[src/rtl/pipe_ctrl.sv]
// Y86-style pipeline hazard controller: load-use, mispredict, ret and halt handling.
// Optional performance counters are enabled by defining PIPE_CTRL_PERF_CNT_EN.
module pipe_ctrl (
  input  logic        clk_i,
  input  logic        rst_n_i,
  input  logic [3:0]  D_icode_i,
  input  logic [3:0]  d_srcA_i,
  input  logic [3:0]  d_srcB_i,
  input  logic [3:0]  E_icode_i,
  input  logic [3:0]  E_dstM_i,
  input  logic        e_Cnd_i,
  input  logic [3:0]  m_stat_i,
  input  logic [3:0]  W_stat_i,
  input  logic        cnt_clr_i,
  output logic        F_stall_o,
  output logic        D_stall_o,
  output logic        D_bubble_o,
  output logic        E_bubble_o,
  output logic        M_bubble_o,
  output logic        W_stall_o,
  output logic        halted_o,
  output logic [31:0] stall_cnt_o,
  output logic [31:0] bubble_cnt_o,
  output logic [31:0] mispred_cnt_o,
  output logic [31:0] ret_cnt_o
);

  // Encodings shared with define.v
  localparam logic [3:0] IJXX    = 4'h7;
  localparam logic [3:0] IMRMOVQ = 4'h5;
  localparam logic [3:0] IRET    = 4'h9;
  localparam logic [3:0] IPOPQ   = 4'hB;
  localparam logic [3:0] RNONE   = 4'hF;
  localparam logic [3:0] SAOK    = 4'h1;

  typedef enum logic [1:0] {
    S_IDLE  = 2'd0,
    S_RET_E = 2'd1,
    S_RET_M = 2'd2,
    S_HALT  = 2'd3
  } state_e;

  state_e state_q, state_d;
  logic   load_use, mispred, w_bad, m_bad;
  logic   ret_evt, mp_evt;

  assign load_use = ((E_icode_i == IMRMOVQ) || (E_icode_i == IPOPQ)) &&
                    (E_dstM_i != RNONE) &&
                    ((E_dstM_i == d_srcA_i) || (E_dstM_i == d_srcB_i));
  assign mispred  = (E_icode_i == IJXX) && !e_Cnd_i;
  assign w_bad    = (W_stat_i != SAOK);
  assign m_bad    = (m_stat_i != SAOK);

  always_ff @(posedge clk_i or negedge rst_n_i) begin
    if (!rst_n_i) state_q <= S_IDLE;
    else          state_q <= state_d;
  end

  always_comb begin
    state_d    = state_q;
    F_stall_o  = 1'b0;
    D_stall_o  = 1'b0;
    D_bubble_o = 1'b0;
    E_bubble_o = 1'b0;
    M_bubble_o = 1'b0;
    W_stall_o  = 1'b0;
    ret_evt    = 1'b0;
    mp_evt     = 1'b0;
    case (state_q)
      S_IDLE: begin
        // Priority: mispredict squashes everything, then load-use, then ret.
        if (mispred) begin
          D_bubble_o = 1'b1;
          E_bubble_o = 1'b1;
          mp_evt     = 1'b1;
        end else if (load_use) begin
          F_stall_o  = 1'b1;
          D_stall_o  = 1'b1;
          E_bubble_o = 1'b1;
        end else if (D_icode_i == IRET) begin
          F_stall_o  = 1'b1;
          D_bubble_o = 1'b1;
          ret_evt    = 1'b1;
          state_d    = S_RET_E;
        end
      end
      S_RET_E: begin
        F_stall_o  = 1'b1;
        D_bubble_o = 1'b1;
        state_d    = S_RET_M;
      end
      S_RET_M: begin
        F_stall_o  = 1'b1;
        D_bubble_o = 1'b1;
        state_d    = S_IDLE;
      end
      S_HALT: begin
        F_stall_o  = 1'b1;
        D_stall_o  = 1'b1;
        W_stall_o  = 1'b1;
        M_bubble_o = 1'b1;
      end
      default: state_d = S_IDLE;
    endcase
    if (m_bad || w_bad) M_bubble_o = 1'b1;
    // A faulting writeback abandons any ret sequence and parks the pipeline.
    if (w_bad) begin
      W_stall_o = 1'b1;
      state_d   = S_HALT;
    end
  end

  assign halted_o = (state_q == S_HALT);

`ifdef PIPE_CTRL_PERF_CNT_EN
  logic [3:0]  cnt_inc;
  logic [31:0] cnt_out [4];

  assign cnt_inc = {ret_evt, mp_evt, (D_bubble_o | E_bubble_o | M_bubble_o), F_stall_o};

  generate
    for (genvar gi = 0; gi < 4; gi++) begin : g_cnt
      logic [31:0] cnt_q, cnt_d;

      always_comb begin
        cnt_d = cnt_q;
        if (cnt_clr_i)
          cnt_d = 32'h0;
        else if (cnt_inc[gi] && (state_q != S_HALT) && (cnt_q != 32'hFFFF_FFFF))
          cnt_d = cnt_q + 32'd1;
      end

      always_ff @(posedge clk_i or negedge rst_n_i) begin
        if (!rst_n_i) cnt_q <= 32'h0;
        else          cnt_q <= cnt_d;
      end

      assign cnt_out[gi] = cnt_q;
    end
  endgenerate

  assign stall_cnt_o   = cnt_out[0];
  assign bubble_cnt_o  = cnt_out[1];
  assign mispred_cnt_o = cnt_out[2];
  assign ret_cnt_o     = cnt_out[3];
`else
  logic unused_perf;
  assign unused_perf   = ^{cnt_clr_i, ret_evt, mp_evt};
  assign stall_cnt_o   = 32'h0;
  assign bubble_cnt_o  = 32'h0;
  assign mispred_cnt_o = 32'h0;
  assign ret_cnt_o     = 32'h0;
`endif

endmodule

[config.mk]
export PLATFORM = sky130hd
export DESIGN_NAME = pipe_ctrl
export DESIGN_NICKNAME = d
export VERILOG_FILES = /design/src/rtl/pipe_ctrl.sv
export SDC_FILE = /design/constraint.sdc
export NUM_CORES = 1
export LEC_CHECK = 0
export ABC_AREA = 1
export BUFFER_PORTS_ARGS = -buffer_cell sky130_fd_sc_hd__buf_2
export CAP_MARGIN = 0
export CORE_MARGIN = 5
export CORE_UTILIZATION = 38
export CTS_BUF_LIST = sky130_fd_sc_hd__clkbuf_16
export DETAILED_ROUTE_END_ITERATION = 7
export HOLD_SLACK_MARGIN = 0.12
export PLACE_DENSITY = 0.88
export SLEW_MARGIN = 0
export SYNTH_ARGS = -nofsm -noshare
export SYNTH_HDL_FRONTEND = slang
export SYNTH_SLANG_ARGS = --single-unit
[constraint.sdc]
create_clock -name clk_i -period 2.7 [get_ports clk_i]
set_input_delay 0.135 -clock clk_i [delete_from_list [all_inputs] [get_ports clk_i]]
set_output_delay 0.135 -clock clk_i [all_outputs]
set_load 0.01 [all_outputs]
* Word-level counts from Yosys, hierarchy flattened *
Index checks and enable logic that the tools add are counted.

word-level totals
  word-level logic and storage cells = 48
  output and inout bits = 135
  input bits = 32
  register bits = 2

operators by class
  eq/ne operators = 15
  reductions and logical operators = 12
  multiplexer cells = 20

operator list
  operator                                                count
  two-way mux 1 bit                                       12
  inequality test 3 bit (second input constant)           3
  equality test 4 x 3 -> 1 bit (second input constant)    2
  equality test 4 bit                                     2
  equality test 4 bit (second input constant)             2
  two-way mux 2 bit                                       4
  inequality test 4 x 1 -> 1 bit (second input constant)  2
  one-hot mux 1 bit (2 select lines)                      3
  one-hot mux 2 bit (3 select lines)                      1
  equality test 2 bit (second input constant)             2
  inequality test 4 bit (second input constant)           1
  AND reduction 4 bit                                     1
  nonzero test 4 bit                                      1
  logical AND 1 bit                                       3
  logical OR 1 bit                                        3
  OR reduction 3 bit                                      1
  equality test 2 x 1 -> 1 bit (second input constant)    1
  zero test 2 bit                                         1
  OR reduction 2 bit                                      1
  zero test 1 bit                                         1

* Longest topological paths before layout *
Gate-level depths: netlist (run 1).

  word-level depth = 8
  mapped depth = 11
  mapped depth without buffers = 11

* Worst setup path before layout (run 1) *
No wires, ideal clock.

  kind = register to register
  from = register state_q[0]
  to = register state_q[0]
  library setup time = 117 ps
  arrival = 1169 ps
  clock period less this slack = 1286 ps
  stages on the path, launching flop included = 10
  required time = 2583 ps
  path buffers = 0
  slack = 1414 ps
  cells stage by stage = dfrtp_1 inv_1 ha_1 inv_1 nand4_1 nand2_1 inv_1 nand3_2 nand2_1 nand2_1

on the way
  word-level cells in the longest chain between the ends = 3
  elaborated cells on any way between the ends = 10
  classes of those cells = 5 x eq/ne; 2 x mux; 3 x reduce/logical

RTL lines
  element                                                          RTL line  source
  from (decl)                                                      43        state_e state_q, state_d;
  from (signal assigned)                                           56        else state_q <= state_d;
  equality test 2 bit (tied with other cells)                      69        case (state_q)
  one-hot mux 2 bit (3 select lines) (tied with other cells)       69
  two-way mux 2 bit / AND reduction 4 bit (equally long branches)  n/a

Several ways; a longest one is shown, not always the timed one.
A chain may end at the register's enable or synchronous reset.

* Worst setup path in the final report (run 1) *
  from = register state_q[0]
  to = output D_stall_o

on the way
  word-level cells in the longest chain between the ends = 2
  elaborated cells on any way between the ends = 3
  classes of those cells = 1 x eq/ne; 1 x mux; 1 x reduce/logical

RTL lines
  element                                                        RTL line  source
  equality test 2 bit / zero test 2 bit (equally long branches)  69
  one-hot mux 1 bit (2 select lines) (*)                         69
  to (decl)                                                      16        output logic D_stall_o,

Every way passes the cells marked *; elsewhere a longest branch is shown, timed or not.

==> metrics.txt, run 1 <==
Worst VDD drop 0.000606 V; sum of negative setup slack 0 ns; Layout fillers 435; Critical Path RT approximately 2.6 ns; Syn-to-layout area delta -9.97%; Worst Path Max Fanout 6; Netlist cell types 21; largest registers state_q: 2 flops; CTS Hold Bufs 1; Syn Inst Count between 200 and 250; post-synthesis sequential area ratio between 3 and 4%; status finished, final reports clean; # diodes 0; area taken by multi-input logic gates 887 µm²; vias in the first global route roughly 900; Non-Filler Cell Area, Final 0.00137 mm²; width of the chip 73.2 µm; io pins 167; vias about 1100; Critical R2R Capture state_q[1]$_DFFE_PN0P_; total CTS buffers 3; postcts setup bufs 0; placed cell count roughly 320; final setup vio count 0; initial antenna violation count 0; R2R Setup Slk ~1.3 ns; Detailed Routing Iterations Pass 1 4; ratio of cells with drive above 1 in the final layout about a fifth; register area roughly 50 µm²; synthesized area 0.00152 mm²; r2r startpoint state_q[0]$_DFFE_PN0P_; clk buf depth 2; die area approximately 0.0054 mm²; gp weighted congestion 0.644; Worst Skew 0.000168 ns; # rows 23; max cap viols 0; cell taking the most area after synthesis buf_4; Iter 0 DRT Violations 36; Startpoint Class flip-flop; Initial Util around two fifths; CTS root buf clkbuf_16; Antenna Nets Post-Route 0; top cells by area, synth buf_4 63%, nand2_1 9.6%, inv_1 5.2%; CTS tree built; Fin. Hold Viols 0; Nets 311; Die H 73.2 µm; Total Wirelength 2.65 mm; WL/cell 8.24 µm; worst slack, placed around 1.3 ns; crit path kind flip-flop to output port; Min-Delay Path Class primary input to async pin; DRC errors left 0; multiplexer share of the synthesized area 0%; Congestion Overflow GR 0; Synth Area in Compound Gates 2.22%; drt via density roughly 3.3; Slew Limit Fails 0; clock sink count 2; DP Area 0.00128 mm²; Arrival @ worst endpoint between 1 and 1.5 ns; most frequent cells in the layout 128 x conb_1, 39 x nand2_1, 37 x buf_2; largest net degree at the start of global routing 9; #FFs+latches synth 2; leakage ~0.95 nW; Post-DP HPWL about 2.5 mm; largest reg by FF count state_q; post-synthesis area per instance around 6.5 µm²; Adder-Cell Fraction of Synth Area under 10%; leading cell type in the layout, fill and taps excluded conb_1; power per cell area 305 mW/mm²; first-pass GRT wire length 3.54 mm; Clock Latency Late Sink 0.22 ns; # port buffers 37; fin crit share between 50% and 60%; Layout Cells excl Fill around 320; largest family of logic cells by synthesized area buffers and inverters; max reg flops 2; Synth Area in XOR/XNOR 0%; fmax roughly 630 MHz; unrepaired setup endpoints after global routing no; worst-case reg-to-reg path depth 9; CTS H-tree depth 1; Worst setup EP type output port; Total Routing Usage GR under 10%; Final min period 1.58 ns; Worst-path clk slew 0.03 ns; post-cts resize count 0; area of the core 0.00394 mm²; Synth Warn # 0; area share of and/or/nand/nor cells after synthesis about a fifth; Yosys top cell area share a little over three fifths; Final Worst Setup Slack ~1.1 ns
[stage by stage]
stage | power (mW) | utilization [%] | hold slack [ns]
after global placement | 0.187 | 32.5 | -0.0784
after global routing | 0.448 | 34.7 | 0.252
after floorplan | 0.289 | - | -0.161
final | 0.417 | 34.7 | 0.250
after CTS | 0.413 | 34.7 | 0.228
after detailed placement | 0.189 | 32.5 | -0.0771
[worst max path at each step]
stage / to / startpoint / cells past startpoint
after detailed placement: state_q[1]$_DFFE_PN0P_ / state_q[0]$_DFFE_PN0P_ / 9
after floorplan: state_q[0]$_DFFE_PN0P_ / state_q[0]$_DFFE_PN0P_ / 9
after global placement: state_q[1]$_DFFE_PN0P_ / state_q[0]$_DFFE_PN0P_ / 9
final: D_stall_o / state_q[0]$_DFFE_PN0P_ / 5
after global routing: D_stall_o / state_q[0]$_DFFE_PN0P_ / 5
after CTS: D_stall_o / state_q[0]$_DFFE_PN0P_ / 5
[critical path, cell delays in order (launching register included)]
cell and delay [ns]:
dfrtp_1 0.40, inv_1 0.11, ha_1 0.28, nand3_1 0.13, a21oi_1 0.15, buf_2 0.15
[cell families (layout without fill, tap and decap cells)]
logic type                 Yosys count  in the layout
adders and majority gates            5              5
other                                1            128
AOI/OAI and AO/OA                    6              6
buffers and inverters              154             67
and+or+nand+nor                     64             64
DFF                                  2              2
[per-layer routing]
metal / track usage, % / up-vias / wire [µm]
met5: 0 / - / 0
met4: 3.28 / 0 / 25
met3: 1.65 / 5 / 443
met2: 16.1 / 90 / 1440
met1: 7.89 / 444 / 749
li1: - / 523 / -
[final cells by class]
type                       count  area share [%]
multi-input combinational    203            64.9
sequential                     2            3.66
inverter                      26            7.14
tap                           50            4.57
timing repair buffer          38            14.3
clock buffer                   3            5.49
[power breakdown]
group          leakage [nW]  total, mW  internal (mW)  switching, mW
registers            0.0185     0.0330         0.0315        0.00150
clock network        0.0370      0.221          0.188         0.0324
logic                 0.894      0.163         0.0359          0.127
total                 0.950      0.417          0.256          0.161
[cells in the mapped netlist]
| master | n |
|---|---|
| nand3_2 | 1 |
| a21oi_2 | 1 |
| dfrtp_1 | 2 |
| nand2_1 | 39 |
| nand4_1 | 4 |
| ha_1 | 5 |
| inv_1 | 21 |
| nor2_4 | 1 |
| o21ai_0 | 1 |
| nand3b_1 | 1 |
| nor3_2 | 1 |
| inv_2 | 5 |
| nor3_4 | 1 |
| nand2_2 | 2 |
| nor4_1 | 1 |
| nand4_2 | 1 |
| nand3_1 | 6 |
| a21oi_1 | 4 |
| nor2_1 | 6 |
| buf_4 | 128 |
| conb_1 | 1 |
Power figures use the tool's default switching activity.
==> run 2, diff against run 1 <==
--- a/config.mk
+++ b/config.mk
@@ -9,11 +9,11 @@
 export BUFFER_PORTS_ARGS = -buffer_cell sky130_fd_sc_hd__buf_2
 export CAP_MARGIN = 0
 export CORE_MARGIN = 5
-export CORE_UTILIZATION = 38
+export CORE_UTILIZATION = 32
 export CTS_BUF_LIST = sky130_fd_sc_hd__clkbuf_16
 export DETAILED_ROUTE_END_ITERATION = 7
 export HOLD_SLACK_MARGIN = 0.12
-export PLACE_DENSITY = 0.88
+export PLACE_DENSITY = 0.79
 export SLEW_MARGIN = 0
 export SYNTH_ARGS = -nofsm -noshare
 export SYNTH_HDL_FRONTEND = slang
==> constraint.sdc (replaced) <==
create_clock -name clk_i -period 1.4 [get_ports clk_i]
set_input_delay 0.07 -clock clk_i [delete_from_list [all_inputs] [get_ports clk_i]]
set_output_delay 0.07 -clock clk_i [all_outputs]
set_load 0.01 [all_outputs]
==> metrics.txt, run 2 (synthesis results as in run 1) <==
sum of negative setup slack 0 ns (unchanged); r2r startpoint state_q[0]$_DFFE_PN0P_ (unchanged); largest registers state_q: 2 flops (unchanged); CP endpoint D_stall_o (unchanged); WL/cell 8.60 µm (was 8.24 µm); Layout Cells excl Fill 328 (was 322); Worst VDD drop 0.000708 V (was 0.000606 V); vias in the first global route 845 (was 898); CTS H-tree depth 1 (unchanged); Total Routing Usage GR 7.02% (was 8.09%); drt via density 3.25 (was 3.30); Post-DP HPWL 2.57 mm (was 2.47 mm); max cap viols 0 (unchanged); final setup vio count 0 (unchanged); Util after Layout 30.7% (was 34.7%); Iter 0 DRT Violations 28 (was 36); power per cell area 579 mW/mm² (was 305 mW/mm²); Worst setup EP type output port (unchanged); clock sink count 2 (unchanged); worst-case reg-to-reg path depth 9 (unchanged); placed cell count 322 (was 318); io pins 167 (unchanged); Congestion Overflow GR 0 (unchanged); fin crit share between 90% and 100%; Fin. Hold Viols 0 (unchanged); total CTS buffers 3 (unchanged); die area 0.00622 mm² (was 0.00536 mm²); crit path kind flip-flop to output port (unchanged); Setup crit start state_q[0]$_DFFE_PN0P_ (unchanged); max reg flops 2 (unchanged); # rows 25 (was 23); CTS root buf clkbuf_16 (unchanged); Slew Limit Fails 0 (unchanged); area of the core 0.00466 mm² (was 0.00394 mm²); # port buffers 37 (unchanged); Critical R2R Capture state_q[1]$_DFFE_PN0P_ (unchanged); Min-Delay Path Class primary input to async pin (unchanged); Clock Latency Late Sink 0.22 ns (about the same); Nets 313 (was 311); first-pass GRT wire length 3.53 mm (was 3.54 mm); clk buf depth 2 (unchanged); Worst-path clk slew 0.03 ns (about the same); worst-case hold slack 0.162 ns (was 0.250 ns); Final min period 1.37 ns; CTS tree built (unchanged); Worst Skew 0.00240 ns (was 0.000168 ns); Startpoint Class flip-flop (unchanged); DRC errors left 0 (unchanged); status finished, final reports clean (unchanged); largest net degree at the start of global routing 9 (unchanged); Detailed Routing Iterations Pass 1 2 (was 4); crit-path max cell delay 0.41 ns (was 0.40 ns); unrepaired setup endpoints after global routing yes (was no); CP max stage cell dfrtp_1 (unchanged); initial antenna violation count 0 (unchanged); width of the chip 78.9 µm (was 73.2 µm); Initial Util 32.6% (was 38.5%); ordered cell list for the critical path inv_2 > ha_4 > nand3_2 > a21oi_2 > buf_2 (was inv_1 > ha_1 > nand3_1 > a21oi_1 > buf_2); Arrival @ worst endpoint 1.30 ns (was 1.44 ns); Die H 78.9 µm (was 73.2 µm); ratio of cells with drive above 1 in the final layout 24.1% (was 19.5%); Antenna Nets Post-Route 0 (unchanged); most frequent cells in the layout 128 x conb_1, 39 x nand2_1, 37 x buf_2 (unchanged); gp weighted congestion 0.707 (was 0.644); Critical Path RT 1.33 ns (was 2.57 ns); largest reg by FF count state_q (unchanged); Power Total 0.829 mW (was 0.417 mW); Total Wirelength 2.82 mm (was 2.65 mm); leading cell type in the layout, fill and taps excluded conb_1 (unchanged); R2R Setup Slk 0.10 ns (was 1.25 ns); vias 1067 (was 1062); fmax about 730 MHz; Worst Path Max Fanout 6 (unchanged); Syn-to-layout area delta -5.77% (was -9.97%); leakage 0.948 nW (was 0.950 nW); # diodes 0 (unchanged)
==> run 2: cell type report <==
class	count	area (µm²)
Inverter	26	97.6
Timing Repair Buffer	40	210
Multi-Input combinational cell	203	931
Sequential cell	2	50.0
Fill cell	525	3230
Tap cell	54	67.6
Clock buffer	3	75.1
==> run 2: how the worst min path moves through the flow <==
stage / startpoint / to / slack (ns) / cells past startpoint
3_3_place_gp: rst_n_i / state_q[1]$_DFFE_PN0P_ / -0.14 / 1
2_1_floorplan: rst_n_i / state_q[0]$_DFFE_PN0P_ / -0.23 / 0
3_5_place_dp: rst_n_i / state_q[0]$_DFFE_PN0P_ / -0.14 / 1
5_1_grt: rst_n_i / state_q[0]$_DFFE_PN0P_ / 0.18 / 2
4_1_cts: rst_n_i / state_q[0]$_DFFE_PN0P_ / 0.16 / 2
6_report: rst_n_i / state_q[0]$_DFFE_PN0P_ / 0.16 / 2
==> run 2: timing repair <==
item | 4_1_cts | 5_1_grt
hold endpoints to repair | 2 | 0
resized for setup | 4 | 8
endpoints found under the setup margin | 5 | 7
hold buffers | 1 | 0
setup buffers | 1 | 1
gates cloned | 0 | 0
pin swaps | 0 | 3
==> run 2: report_power, final <==
group          internal (mW)  switching (mW)
registers             0.0608         0.00247
clock network          0.364          0.0717
logic                 0.0757           0.254
total                  0.500           0.329
==> run 2: worst max-delay path: cells and delay by family, from the launching register on <==
family          cells  cell delay [ns]
simple gates        1             0.08
compound gates      1             0.15
flops               1             0.41
buf+inv             2             0.27
fa+ha+maj           1             0.18
==> run 2: per-stage QoR <==
step                      cell area (µm²)  worst slack (ns)
after floorplan                      2000             0.114
after global placement               1290            0.0525
after detailed placement             1290           -0.0112
after CTS                            1410           0.00118
after global routing                 1430           -0.0507
final                                1430            0.0291
==> run 2: routing by layer <==
metal,global-route usage [%],up-vias,part of all wire [%]
met5,0,-,0
li1,-,528,-
met2,14.1,84,54
met3,1.47,3,14
met4,3.61,0,1.2
met1,6.55,452,30
